--- src/rtl/reg_wb_queue.sv ---
`default_nettype none
// +----------------------------------------------------------------------------+
// | Module      : reg_wb_queue                                                 |
// | Description : In-order write-back queue for the 32x32 register file.       |
// |               Accepts ALU and load results, queues them in a circular      |
// |               buffer and drives one registered write per cycle onto the    |
// |               file's write port. Also answers a combinational pending-     |
// |               write query for decode-stage RAW hazard handling.            |
// | Config macro: REG_WB_FORWARD_EN                                            |
// |               defined   -> chk_data carries the youngest matching data     |
// |               undefined -> chk_data tied to 0, chk_hit acts as stall req   |
// | Ports       : clk, reset       clock / synchronous active-high reset       |
// |               alu_*            ALU result offer (valid/reg/data/ready)     |
// |               mem_*            load result offer (valid/reg/data/ready)    |
// |               wb_hold          freeze draining                             |
// |               write_reg, data_write, reg_write  register-file write port   |
// |               chk_reg, chk_hit, chk_data        pending-write query        |
// |               count            occupied entries                            |
// | Revision    : 1.0  initial release                                         |
// +----------------------------------------------------------------------------+
module reg_wb_queue #(
   parameter int DEPTH  = 4,
   parameter int DATA_W = 32,
   parameter int ADDR_W = 5
) (
   input  logic                     clk,
   input  logic                     reset,
   input  logic                     alu_valid,
   input  logic [ADDR_W-1:0]        alu_reg,
   input  logic [DATA_W-1:0]        alu_data,
   output logic                     alu_ready,
   input  logic                     mem_valid,
   input  logic [ADDR_W-1:0]        mem_reg,
   input  logic [DATA_W-1:0]        mem_data,
   output logic                     mem_ready,
   input  logic                     wb_hold,
   output logic [ADDR_W-1:0]        write_reg,
   output logic [DATA_W-1:0]        data_write,
   output logic                     reg_write,
   input  logic [ADDR_W-1:0]        chk_reg,
   output logic                     chk_hit,
   output logic [DATA_W-1:0]        chk_data,
   output logic [$clog2(DEPTH):0]   count
);

   localparam int c_ptr_w = $clog2(DEPTH);
   localparam int c_cnt_w = $clog2(DEPTH) + 1;

   localparam logic [c_cnt_w-1:0] c_depth_m1 = c_cnt_w'(DEPTH - 1);
   localparam logic [c_cnt_w-1:0] c_depth_m2 = c_cnt_w'(DEPTH - 2);
   localparam logic [c_cnt_w-1:0] c_cnt_one  = c_cnt_w'(1);
   localparam logic [c_ptr_w-1:0] c_ptr_one  = c_ptr_w'(1);

   // ------------------------------------------------------------------
   // State
   // ------------------------------------------------------------------
   logic [ADDR_W-1:0]  ent_reg_q  [DEPTH];
   logic [ADDR_W-1:0]  ent_reg_d  [DEPTH];
   logic [DATA_W-1:0]  ent_data_q [DEPTH];
   logic [DATA_W-1:0]  ent_data_d [DEPTH];

   logic [c_ptr_w-1:0] head_q, head_d;
   logic [c_ptr_w-1:0] tail_q, tail_d;
   logic [c_cnt_w-1:0] count_q, count_d;

   logic               reg_write_q, reg_write_d;
   logic [ADDR_W-1:0]  write_reg_q, write_reg_d;
   logic [DATA_W-1:0]  data_write_q, data_write_d;

   // ------------------------------------------------------------------
   // Handshake and queue control
   // ------------------------------------------------------------------
   logic               mem_acc, alu_acc;
   logic               mem_store, alu_store;
   logic               pop;
   logic [c_ptr_w-1:0] alu_slot;

   // Readiness looks only at the registered count; a slot freed by this
   // cycle's pop is not offered until the next cycle. When a load is also
   // offered, the ALU needs room for two entries since the load goes first.
   assign mem_ready = (count_q <= c_depth_m1);
   assign alu_ready = mem_valid ? (count_q <= c_depth_m2)
                                : (count_q <= c_depth_m1);

   assign mem_acc   = mem_valid & mem_ready;
   assign alu_acc   = alu_valid & alu_ready;

   // Register 0 is hard-wired zero: the handshake completes but nothing is
   // stored, so such a result never reaches the write port or the query.
   assign mem_store = mem_acc & (mem_reg != '0);
   assign alu_store = alu_acc & (alu_reg != '0);

   assign pop       = (count_q != '0) & ~wb_hold;

   always_comb begin
      ent_reg_d    = ent_reg_q;
      ent_data_d   = ent_data_q;
      head_d       = head_q;
      tail_d       = tail_q;
      alu_slot     = tail_q;
      reg_write_d  = 1'b0;
      write_reg_d  = write_reg_q;
      data_write_d = data_write_q;

      // Load result is older than a same-cycle ALU result.
      if (mem_store) begin
         ent_reg_d[tail_q]  = mem_reg;
         ent_data_d[tail_q] = mem_data;
         alu_slot           = tail_q + c_ptr_one;
      end

      if (alu_store) begin
         ent_reg_d[alu_slot]  = alu_reg;
         ent_data_d[alu_slot] = alu_data;
         tail_d               = alu_slot + c_ptr_one;
      end else begin
         tail_d               = alu_slot;
      end

      // Drain reads the stored head only; the write port is registered so
      // it stays stable through the register file's negedge write.
      if (pop) begin
         reg_write_d  = 1'b1;
         write_reg_d  = ent_reg_q[head_q];
         data_write_d = ent_data_q[head_q];
         head_d       = head_q + c_ptr_one;
      end

      count_d = count_q
              + (mem_store ? c_cnt_one : '0)
              + (alu_store ? c_cnt_one : '0)
              - (pop       ? c_cnt_one : '0);
   end

   always_ff @(posedge clk) begin
      if (reset) begin
         for (int i = 0; i < DEPTH; i++) begin
            ent_reg_q[i]  <= '0;
            ent_data_q[i] <= '0;
         end
         head_q       <= '0;
         tail_q       <= '0;
         count_q      <= '0;
         reg_write_q  <= 1'b0;
         write_reg_q  <= '0;
         data_write_q <= '0;
      end else begin
         ent_reg_q    <= ent_reg_d;
         ent_data_q   <= ent_data_d;
         head_q       <= head_d;
         tail_q       <= tail_d;
         count_q      <= count_d;
         reg_write_q  <= reg_write_d;
         write_reg_q  <= write_reg_d;
         data_write_q <= data_write_d;
      end
   end

   // ------------------------------------------------------------------
   // Pending-write query
   // ------------------------------------------------------------------
   // Candidates are scanned oldest to youngest so the last match wins:
   // the output register (already popped, so the oldest) first, then the
   // stored entries from head onwards.
   logic               hit;
   logic [c_ptr_w-1:0] scan_idx;
`ifdef REG_WB_FORWARD_EN
   logic [DATA_W-1:0]  fwd_data;
`endif

   always_comb begin
      hit      = 1'b0;
      scan_idx = head_q;
`ifdef REG_WB_FORWARD_EN
      fwd_data = '0;
`endif
      if (reg_write_q && (write_reg_q == chk_reg)) begin
         hit = 1'b1;
`ifdef REG_WB_FORWARD_EN
         fwd_data = data_write_q;
`endif
      end
      for (int i = 0; i < DEPTH; i++) begin
         scan_idx = head_q + c_ptr_w'(i);
         if ((i < int'(count_q)) && (ent_reg_q[scan_idx] == chk_reg)) begin
            hit = 1'b1;
`ifdef REG_WB_FORWARD_EN
            fwd_data = ent_data_q[scan_idx];
`endif
         end
      end
      // Register 0 never carries a pending write.
      if (chk_reg == '0) begin
         hit = 1'b0;
      end
   end

   assign chk_hit = hit;
`ifdef REG_WB_FORWARD_EN
   assign chk_data = fwd_data;
`else
   assign chk_data = '0;
`endif

   // ------------------------------------------------------------------
   // Outputs
   // ------------------------------------------------------------------
   assign reg_write  = reg_write_q;
   assign write_reg  = write_reg_q;
   assign data_write = data_write_q;
   assign count      = count_q;

endmodule
`default_nettype wire

--- config.mk ---
export PLATFORM = sky130hd
export DESIGN_NAME = reg_wb_queue
export DESIGN_NICKNAME = d
export VERILOG_FILES = /design/src/rtl/reg_wb_queue.sv
export SDC_FILE = /design/constraint.sdc
export NUM_CORES = 1
export LEC_CHECK = 0
export CORE_UTILIZATION = 40
export CTS_BUF_LIST = sky130_fd_sc_hd__clkbuf_16
export CTS_CLUSTER_DIAMETER = 200
export CTS_CLUSTER_SIZE = 25
export DETAILED_ROUTE_END_ITERATION = 8
export PLACE_DENSITY = 0.66
export SYNTH_ARGS = -nofsm -noshare
export SYNTH_HDL_FRONTEND = slang
export SYNTH_SLANG_ARGS = --single-unit
--- constraint.sdc ---
create_clock -name clk -period 3 [get_ports clk]
set_input_delay 0.6 -clock clk [delete_from_list [all_inputs] [get_ports clk]]
set_output_delay 0.6 -clock clk [all_outputs]
set_load 0.01 [all_outputs]
* Yosys cells after proc, flatten, opt, wreduce, memory -nomap -nowiden *
Cells that the tools add are included.

word-level totals
  register bits after elaboration = 193
  input port bits = 84
  output and inout bits = 76
  logic and storage cells = 108

operators by class
  add/subtract/negate cells = 8
  magnitude comparators = 14
  equal/unequal tests = 5
  mux-type cells = 44
  bitwise operators = 12
  reduce and logical (&&, ||, !) cells = 11

operators with widths
  operator                                                         number
  bitwise mux 128 bit                                              2
  2-to-1 mux 128 bit                                               2
  demux 32 bit (select 2 bit)                                      2
  2-to-1 mux 32 bit                                                4
  binary-select mux 32 bit (select 2 bit)                          1
  2-to-1 mux 5 bit                                                 10
  binary-select mux 5 bit (select 2 bit)                           4
  bitwise mux 20 bit                                               2
  2-to-1 mux 20 bit                                                2
  == test 5 bit                                                    5
  demux 5 bit (select 2 bit)                                       2
  >= comparator 3 bit (second input constant)                      6
  inverter 2 -> 3 bit                                              6
  2-to-1 mux 1 bit                                                 11
  nonzero test 5 bit                                               2
  logical AND 1 bit                                                7
  adder 2 x 1 -> 2 bit (second input constant)                     3
  adder 3 x 1 -> 3 bit                                             2
  less-or-equal comparator 3 x 2 -> 1 bit (second input constant)  2
  < comparator 1 x 3 -> 1 bit (first input constant)               2
  < comparator 2 x 3 -> 1 bit (first input constant)               2
  < comparator 3 x 1 -> 1 bit (second input constant)              2
  AND 1 bit                                                        5
  logical NOT 5 bit                                                1
  other kinds (5)                                                  7

* Logic depth before layout (Yosys ltp) *
  word-level depth = 11
  depth in mapped cells = 13
  gate-level depth less buffers = 11

* Least setup slack after synthesis *
OpenSTA, ideal clock, no wires.

  kind = in2reg
  start point = in mem_reg[1]
  end point = reg count_q[1] (netlist: count[1])
  setup time = 127 ps
  data arrival time = 3039 ps
  data required time = 2873 ps
  setup slack = -166 ps
  stages = 11
  buffers on the path = 3
  path through = or4_1 o21a_1 buf_6 buf_2 buf_2 inv_1 ha_1 fa_1 inv_1 fa_1 nor2b_1

between the ends
  cells in the longest elaborated chain, start to end = 6

ends and longest elaborated chain
  element                    line  source
  from (decl)                33    input logic [ADDR_W-1:0] mem_reg,
  nonzero test 5 bit         90    assign mem_store = mem_acc & (mem_reg != '0);
  AND 1 bit                  90
  2-to-1 mux 1 bit           130   + (mem_store ? c_cnt_one : '0)
  adder 3 x 1 -> 3 bit       130
  adder 3 x 1 -> 3 bit       131   + (alu_store ? c_cnt_one : '0)
  subtractor 3 x 1 -> 3 bit  132   - (pop ? c_cnt_one : '0);
  named net count_d[1]       64    logic [c_cnt_w-1:0] count_q, count_d;
  to (signal assigned)       152   count_q <= count_d;
  to (decl)                  64

The timed path passes the listed nets, and every way through them passes these cells.
A chain may end at the register's enable or synchronous reset.

* Worst setup path in the final report *
  start point = reg head_q[0]
  end point = out chk_hit

between the ends
  cells in the longest elaborated chain, start to end = 11
  elaborated cells between the ends (all ways) = 32
  those cells by class = 3 x add/sub; 4 x eq/ne; 17 x mux; 4 x bitwise; 4 x reduce/logical

ends and longest elaborated chain
  element                                                                                                     line      source
  from (decl)                                                                                                 62        logic [c_ptr_w-1:0] head_q, head_d;
  from (signal assigned)                                                                                      141       head_q <= '0;
  from (signal assigned)                                                                                      150       head_q <= head_d;
  adder 2 x 1 -> 2 bit / inverter 2 -> 3 bit (equally long branches)                                          184, 185
  inverter 2 -> 3 bit (implied by the code) / binary-select mux 5 bit (select 2 bit) (equally long branches)  185       if ((i < int'(count_q)) && (ent_reg_q[scan_idx] == chk_reg)) begin
  binary-select mux 5 bit (select 2 bit) / 2-to-1 mux 5 bit (equally long branches)                           185
  2-to-1 mux 5 bit (implied by the code)                                                                      185
  2-to-1 mux 5 bit (implied by the code) / == test 5 bit (equally long branches)                              185
  == test 5 bit / logical AND 1 bit (equally long branches)                                                   185
  logical AND 1 bit / 2-to-1 mux 1 bit (equally long branches)                                                185
  2-to-1 mux 1 bit (2 in series)                                                                              185
  2-to-1 mux 1 bit (*)                                                                                        185
  2-to-1 mux 1 bit (*)                                                                                        193       if (chk_reg == '0) begin
  to (decl)                                                                                                   41        output logic chk_hit,

Mark *: on every way between the ends. The rest lies on a longest branch, timed or not. The select of a mux whose other input is x is not followed.

==> metrics.cfg <==
[die]
io_pins=160
start_util_pct=40.58
dieArea_sq_um=27930
core_sq_um=26880
fp-row-count=60
fp.dieW_um=167.1
die_h_um=167.1

[run_status]
violations=setup timing
outcome=complete, but fails checks

[global_route]
antenna_found_initial=0
first_global_vias=9756
grt_usage_pct=23.94
grt_pass1_wl_mm=53.14
gr-total-overflow=0
grt_max_degree=63

[final_layout]
largest-register=ent_data_q
largest_reg_flops=128
fin_nets=1437
drive_above_1_share_pct=21.66
postLayoutCoreUtil_pct=50.26
final-instance-count-excl-fill=1694
syn2layout_area_growth_pct=23.84
diodes=0

[logic_synthesis]
syn_inst=1216
ys_warn_count=0
netlist_area_sq_um=10910
yosysTopAreaCell=dfxtp_1
synth.distinct_cells=40
synth_common_cells=nand2_1 (228), dfxtp_1 (193), nor2_1 (156)
synth-seq-cells=193
synth_edf_count=0
synth.most_common_cell=nand2_1
synthArstFlopShare_pct=0
synth_top_area_share_pct=35.43
synthTopCellsByArea=dfxtp_1 (35%), a311oi_2 (11%), mux4_2 (10%)
postSynthAreaPerCell_sq_um=8.969
yosysSeqAreaShare_pct=35.43
synth-main-ff-cell=dfxtp_1

[setup_path]
startpoint=head_q[0]
critPathMaxFanout=5
crit_path_start_kind=register
crit_arrival_ns=2.41
r2r_cells=10
r2r-start=count[2]
path_class=reg -> out
end_kind=output port
critPathRequiredTime_ns=2.40

[worst_hold_path]
hold_path_class=reg -> reg
min_from=data_write[26]
whs_path_depth=2

[place]
dp.cells=1649
place_hpwl_mm=21.51
post-place-ws_ns=-0.2136
port_buffers=127
routabilityCongestion=0.8670

[timing]
fmax_ghz=0.3320
tightest_slew_ns=0.7940
drv_slew=0
finalWorstSetupSlack_ns=-0.01222
hold_ws_ns=0.4524
min_period_ns=3.012
setup_viol=1
relSlewSlack_pct=47.07
skew_ns=0.01051
period_share_pct=100.4
rsz0062_at_grt=true
hold_violations=0

[pwr]
power_switching_w=0.004448
power.internal_w=0.006817
combPwrFrac_pct=47.1
clockPowerShare_pct=19.9
p_seq_share_pct=33.0
power.leakage_nw=4.615
pwr_density_cell_nw_per_um2=834.1
max-vdd-ir-drop_v=0.0006309
p_sw_share_pct=39.49

[clock_network]
cts_tree=built
htree_levels=4
root_buffer=clkbuf_16
cts.sinks=193
numCtsBuffers=17
cts.reportedPaths.clkPinSlew_ns=0.07
clk_latency_ns=0.43
cts_max_path_buffers=2
cts_hold_buf=0

[drt]
wire_per_inst_um=19.76
drt-vias-per-instance=5.871
drtAntennaViolNets=0
drc_errors=0
wl_mm=33.47
drtPass1Iterations=5
num_vias=9946
drt_iter0_drc=856

[job]
cap_viol_max_count=0

==> power by group through the flow <==
| stage | Clock, W | Sequential (W) | Combinational [W] |
|---|---|---|---|
| 2_1_floorplan | 0 | 0.00365 | 0.00347 |
| 3_3_place_gp | 0 | 0.00377 | 0.00497 |
| 3_5_place_dp | 0 | 0.00379 | 0.00507 |
| 4_1_cts | 0.00228 | 0.00373 | 0.00516 |
| 5_1_grt | 0.00239 | 0.00380 | 0.00568 |
| 6_report | 0.00225 | 0.00372 | 0.00530 |
==> through the flow <==
step / power [W] / instance area (sq um) / TNS, ns
floorplan: 0.007125 / 11070 / -0.001878
global placement: 0.008733 / 12780 / -5.586
detailed placement: 0.008852 / 12780 / -12.17
CTS: 0.01117 / 13390 / 0
global route: 0.01187 / 13510 / -0.1086
finish: 0.01127 / 13510 / -0.01222
==> worst max-delay path, stage by stage (launching register included) <==
cell	delay, ns
dfxtp_4	0.37
buf_12	0.11
buf_4	0.10
mux4_2	0.53
xnor2_1	0.22
nand4_1	0.14
a211oi_2	0.17
nor3_1	0.08
a21oi_1	0.12
buf_2	0.14
==> per-layer routing <==
layer / up-vias / share of wire [%] / GRT usage (%)
li1: 4564 / - / -
met1: 4898 / 42 / 31.37
met2: 422 / 49 / 39.97
met3: 62 / 6.3 / 2.931
met4: 0 / 2.5 / 9.783
met5: - / 0 / 0
==> final cells by class <==
cell class,count,area [sq um]
inverter,14,55.05
sequential,193,3871
tap,341,426.7
multi-input combinational,885,6277
clock buffer,17,425.4
clock inverter,15,136.4
fill,2513,13370
timing repair buffer,229,2315
==> final timing paths <==
path / slack [ns] / to
setup / recovery: -0.01 / chk_hit
hold / removal: 0.45 / data_write[26]
setup reg to reg: 0.55 / count[1]
hold reg to reg: 0.45 / data_write[26]
==> cell families after synthesis <==
| logic type | after synthesis | share of synthesized area (%) |
|---|---|---|
| AND/OR/NAND/NOR | 555 | 21.83 |
| buffers and inverters | 169 | 8.948 |
| flip-flops | 193 | 35.43 |
| XOR/XNOR | 30 | 2.409 |
| AO/OA/AOI/OAI | 199 | 18.94 |
| other | 1 | 0.03438 |
| multiplexers | 56 | 10.78 |
| adder cells (fa/ha/maj) | 13 | 1.629 |
==> cell usage in the layout, fill, tap and decap left out, drive strengths merged, types with 2 or more instances in the layout <==
cell type and instances:
fa 2, a311oi 148, xnor2 17, o21ai 4, clkbuf 17, clkdlybuf4s50 125
nand4 3, mux4 49, conb 32, inv 19, xor2 13, nand2 234
nand3 148, nor4 2, ha 11, dfxtp 193, nor3 3, nor2b 3
clkinv 8, mux2 2, buf 104, nor2 156, a21oi 40, a211oi 3
mux2i 5, or4 3
==> what timing repair did <==
item / 4_1_cts / 5_1_grt
setup buffers: 5 / 8
gates resized for setup: 8 / 8
endpoints found under the setup margin: 1 / 1
gates cloned: 0 / 0
pin swaps: 1 / 5
(Power assumes the default switching activity.)
